$ cat config.mk
export PLATFORM = sky130hd
export DESIGN_NAME = hazard_scheduler
export DESIGN_NICKNAME = d
export VERILOG_FILES = /design/src/rtl/hazard_scheduler_pkg.sv /design/src/rtl/hazard_scheduler_muldiv_timer.sv /design/src/rtl/hazard_scheduler.sv
export SDC_FILE = /design/constraint.sdc
export NUM_CORES = 1
export LEC_CHECK = 0
export CAP_MARGIN = 20
export CORE_AREA = 2 2 57 59
export DETAILED_ROUTE_END_ITERATION = 10
export DIE_AREA = 0 0 59 61
export GPL_TIMING_DRIVEN = 0
export PLACE_DENSITY = 0.76
export SYNTH_ARGS = -nofsm -noshare
export SYNTH_HDL_FRONTEND = slang
export SYNTH_HIERARCHICAL = 1
export SYNTH_SLANG_ARGS = --single-unit
export TNS_END_PERCENT = 30
$ cat constraint.sdc
create_clock -name clk -period 3.35 [get_ports clk]
set_input_delay 0.8375 -clock clk [delete_from_list [all_inputs] [get_ports clk]]
set_output_delay 0.8375 -clock clk [all_outputs]
set_load 0.01 [all_outputs]
$ cat src/rtl/hazard_scheduler_pkg.sv
// Shared types and constants for the hazard scheduler: register index width,
// forward-select encoding, shadow-pipeline entry layout and the source-match rule.
package hazard_scheduler_pkg;

  localparam int unsigned REG_W          = 5;
  localparam int unsigned MD_W           = 6;
  localparam int unsigned MUL_CYCLES_DEF = 4;
  localparam int unsigned DIV_CYCLES_DEF = 32;

  typedef enum logic {
    FWD_SEL_MEM = 1'b0,
    FWD_SEL_WB  = 1'b1
  } fwd_sel_e;

  typedef logic [REG_W-1:0] reg_idx_t;

  typedef struct packed {
    logic     valid;
    reg_idx_t dest;
    logic     writes;
    logic     is_load;
  } shadow_t;

  localparam shadow_t SHADOW_EMPTY = '0;

  // $0 is hardwired, so it never creates a dependency.
  function automatic logic src_match(input shadow_t e, input reg_idx_t s, input logic uses);
    return e.valid & e.writes & (e.dest == s) & (s != '0) & uses;
  endfunction

endpackage

$ cat src/rtl/hazard_scheduler_muldiv_timer.sv
// Multiply/divide latency timer: loads the operation latency on acceptance,
// counts down to zero, and keeps counting while the pipeline is frozen.
module muldiv_timer
  import hazard_scheduler_pkg::*;
#(
  parameter int unsigned MUL_CYCLES = MUL_CYCLES_DEF,
  parameter int unsigned DIV_CYCLES = DIV_CYCLES_DEF
) (
  input  logic clk,
  input  logic rst,
  input  logic start,
  input  logic is_div,
  output logic busy
);

  localparam logic [MD_W-1:0] MUL_LOAD = MD_W'(MUL_CYCLES);
  localparam logic [MD_W-1:0] DIV_LOAD = MD_W'(DIV_CYCLES);

  logic [MD_W-1:0] cnt;

  always_ff @(posedge clk) begin
    if (rst) begin
      cnt <= '0;
    end else if (start) begin
      cnt <= is_div ? DIV_LOAD : MUL_LOAD;
    end else if (cnt != '0) begin
      cnt <= cnt - 1'b1;
    end
  end

  assign busy = (cnt != '0);

endmodule

$ cat src/rtl/hazard_scheduler.sv
// Pipeline hazard controller: shadow EX/MEM destination tracking, registered
// EX-stage forward selects, load-use and HI/LO stalls, branch flush bubbles.
module hazard_scheduler
  import hazard_scheduler_pkg::*;
#(
  parameter int unsigned MUL_CYCLES = MUL_CYCLES_DEF,
  parameter int unsigned DIV_CYCLES = DIV_CYCLES_DEF
) (
  input  logic       clk,
  input  logic       rst,
  input  logic       idValid,
  input  logic [4:0] idRs,
  input  logic [4:0] idRt,
  input  logic       idUsesRs,
  input  logic       idUsesRt,
  input  logic [4:0] idDest,
  input  logic       idWrites,
  input  logic       idIsLoad,
  input  logic       idIsMul,
  input  logic       idIsDiv,
  input  logic       idReadsHiLo,
  input  logic       exFlush,
  input  logic       memStall,
  output logic       stallF,
  output logic       bubbleE,
  output logic       rsFwd,
  output logic       rtFwd,
  output logic       rsFwdSel,
  output logic       rtFwdSel,
  output logic       mdBusy
);

  shadow_t ent_e;
  shadow_t ent_m;

  logic rs_e, rt_e, rs_m, rt_m;
  logic load_use, hilo_wait;
  logic issue, md_start, md_busy;

  assign rs_e = src_match(ent_e, idRs, idUsesRs);
  assign rt_e = src_match(ent_e, idRt, idUsesRt);
  assign rs_m = src_match(ent_m, idRs, idUsesRs);
  assign rt_m = src_match(ent_m, idRt, idUsesRt);

  assign load_use  = idValid & ent_e.is_load & (rs_e | rt_e);
  assign hilo_wait = idValid & (idReadsHiLo | idIsMul | idIsDiv) & md_busy;

  // Flush wins over everything; a frozen pipeline raises no local stall.
  always_comb begin
    stallF  = 1'b0;
    bubbleE = 1'b0;
    if (!rst) begin
      if (exFlush) begin
        bubbleE = 1'b1;
      end else if (!memStall && (load_use || hilo_wait)) begin
        stallF  = 1'b1;
        bubbleE = 1'b1;
      end
    end
  end

  assign issue    = idValid & ~bubbleE & ~memStall;
  assign md_start = issue & (idIsMul | idIsDiv);

  muldiv_timer #(
    .MUL_CYCLES(MUL_CYCLES),
    .DIV_CYCLES(DIV_CYCLES)
  ) u_timer (
    .clk   (clk),
    .rst   (rst),
    .start (md_start),
    .is_div(idIsDiv),
    .busy  (md_busy)
  );

  assign mdBusy = md_busy;

  always_ff @(posedge clk) begin
    if (rst) begin
      ent_e    <= SHADOW_EMPTY;
      ent_m    <= SHADOW_EMPTY;
      rsFwd    <= 1'b0;
      rtFwd    <= 1'b0;
      rsFwdSel <= FWD_SEL_MEM;
      rtFwdSel <= FWD_SEL_MEM;
    end else if (!memStall) begin
      ent_m <= ent_e;
      ent_e <= issue ? '{valid: 1'b1, dest: idDest, writes: idWrites, is_load: idIsLoad}
                     : SHADOW_EMPTY;
      // The younger entry (E) shadows M, so WB is selected only without an E match.
      rsFwd    <= issue & (rs_e | rs_m);
      rtFwd    <= issue & (rt_e | rt_m);
      rsFwdSel <= (issue & ~rs_e & rs_m) ? FWD_SEL_WB : FWD_SEL_MEM;
      rtFwdSel <= (issue & ~rt_e & rt_m) ? FWD_SEL_WB : FWD_SEL_MEM;
    end
  end

endmodule

==> impl_results.md <==
- FFs w/ async S/R, synth: 0
- Non-Filler Instances: 220
- CTS tree: yes
- GRT Resource Usage Total: 0.216
- Max-capacitance violation count: 0
- VDD IR max: 0.000196 V
- Area Overhead vs Synth: 32.7%
- Most frequent cell after synthesis: dfxtp_1
- Final Hold Vio Count: 0
- Leakage: 0.000682 uW
- Worst-path clk slew: 0.14 ns
- Fraction of layout cells with a size suffix above 1: 0.160
- Core area: 0.00295 sq mm
- Outcome: finished clean
- Seq/Total Area, Yosys: 0.359
- Width of the chip: 59 um
- Total Power: 981 uW
- Num rows: 20
- Worst path required time: 2.51 ns
- Clock buffer depth: 2
- Total CTS buffers: 3
- Vias in the first global route: 1279
- Routed WL: 3570 um
- Synthesized cell area: 0.00139 sq mm
- Min Tclk post-route: 3.32 ns
- Cells after DPL: 211
- Vias per Instance: 5.72
- Post-route clock period utilization: 0.991
- Max-slew violation count: 0
- Clock latency on the worst-skew pair: 0.34 ns
- Pwr Density: 531 mW/mm^2
- CP Capture Type: primary output
- Netlist cell types: 46
- Post-synth EDFFs: 0
- Syn Nets: 174
- CP Launch Type: input port
- RSZ-0062 raised after global routing: true
- FF-to-FF path depth: 12
- Final setup margin: 0.0289 ns
- Post-CTS Hold Buffers: 0
- Wire per inst: 16.2 um
- DR DRC count: 0
- Worst-Margin Slew: 0.467 ns
- Top post-synthesis cells by count: dfxtp_1, xnor2_1, nor2_1
- Root Driver: clkbuf_4
- Final ANT Viol Nets: 0
- Via count of the routed design: 1258
- Post-Syn Area per Cell: 9.61 sq um
- GP Congestion: 0.852
- Crit Path Max Fanout: 3
- WHS Path Cells: 1
- Ys flop type: dfxtp_1
- Clock sink count: 25
- H-tree Lvls: 1
- DP Wirelength: 2630 um
- Synth area leader: dfxtp_1
- Critical Setup Path Class: in2out
- Buffers on Ports: 33
- Final setup viols: 0
- CP arrival: 2.48 ns
- Overflow after GRT: 0
- First-pass GRT wire length: 5840 um
- Share of the synthesized area in the top cell type: 0.359
- HP Class: reg2reg
- Synth Warn #: 6
- Die H: 61 um
- Normalized max-slew margin: 0.686
- Worst hold slack: 0.505 ns
- Largest net degree at the start of global routing: 16
- Ant diodes: 0
- DRT iter0 DRCs: 47
- Post-Syn Instances: 145
- Final nets: 217
- Die area: 0.00360 sq mm
- Antenna violations before repair: 0
- IO Count: 34
- Initial core utilization: 0.472
- Max Fclk: 0.301 GHz
- Final Skew: 0.0116 ns
- Pre-Repair DR Iteration Count: 4
- Synth area leaders: dfxtp_1, xnor2_1, a22o_1
- Post-place setup slack: -0.695 ns
- #FFs+latches synth: 25
==> power breakdown <==
group          switching [uW]  leakage (uW)  total (uW)  internal (uW)
Sequential               59.3      0.000203         401            341
Clock                     101     0.0000139         147           45.9
Combinational             218      0.000465         434            216
Total                     379      0.000682         981            603
==> final timing paths <==
path / from / endpoint / slack, ns
max: idRs[4] / stallF / 0.03
min: rtFwdSel / rtFwdSel / 0.50
max reg2reg: u_timer/cnt[0] / u_timer/cnt[5] / 0.84
min reg2reg: rtFwdSel / rtFwdSel / 0.50
==> repair_timing <==
action | in CTS | in global routing
endpoints found under the setup margin | 2 | 2
gates resized for setup | 24 | 8
setup buffers | 4 | 1
endpoints found under the hold margin | 0 | 0
pin swaps | 5 | 4
==> flip-flops by register name (all words and copies together), names as in the netlist <==
signal,cells
rtFwdSel,1
u_timer/cnt,6
rtFwd,1
rsFwdSel,1
rsFwd,1
ent_m,7
ent_e,8
==> per-stage QoR <==
step | TNS [ns] | cell area [sq um] | utilization
global route | -0.0266 | 1850 | 0.626
global placement | -1.08 | 1770 | 0.598
finish | 0 | 1850 | 0.626
CTS | -0.0392 | 1840 | 0.625
floorplan | 0 | 1390 | -
detailed placement | -1.27 | 1770 | 0.598
==> layout by cell type, fill, tap and decap left out, drive strengths merged, types with 3 or more instances in the layout <==
master,count
inv,5
nor4,6
nand4,4
o21ai,5
clkdlybuf4s50,21
clkbuf,9
mux2i,7
a22o,10
dlygate4sd2,5
clkdlybuf4s15,3
nor2,12
dfxtp,25
nor3,6
xnor2,20
a21oi,4
o31ai,3
a211oi,3
buf,7
nand2,3
==> critical path, stage by stage <==
cell             delay (ns)
clkdlybuf4s15_2        0.21
or4_4                  0.52
o21ai_4                0.20
nor3_4                 0.07
buf_4                  0.15
o21a_1                 0.19
o21a_1                 0.17
buf_2                  0.13
==> cell families after synthesis <==
| logic type | count (synthesis) | share of synthesized area |
|---|---|---|
| muxes | 7 | 0.0503 |
| and+or+nand+nor | 44 | 0.188 |
| adders and majority gates | 2 | 0.0180 |
| xor gates and xnor gates | 22 | 0.138 |
| buffers and inverters | 9 | 0.0251 |
| AOI/OAI and AO/OA | 36 | 0.222 |
| DFF | 25 | 0.359 |
==> layer usage <==
metal	track usage	part of all wire	up-vias
met3	0.0277	0.039	5
li1	-	-	624
met5	0	0	-
met2	0.416	0.51	34
met4	0.0552	0.010	0
met1	0.252	0.44	595
==> cell type report <==
type                    instances  area [sq um]
fillers                       259          1100
plain buffers                   4          16.3
flip-flops and latches         25           500
multi-input cells             111           900
clock inverters                 1          7.51
inverters                       5          18.8
repair buffers                 38           343
well taps                      33          41.3
clock buffers                   3          22.5
No activity file was read; power rests on OpenSTA's default activity.
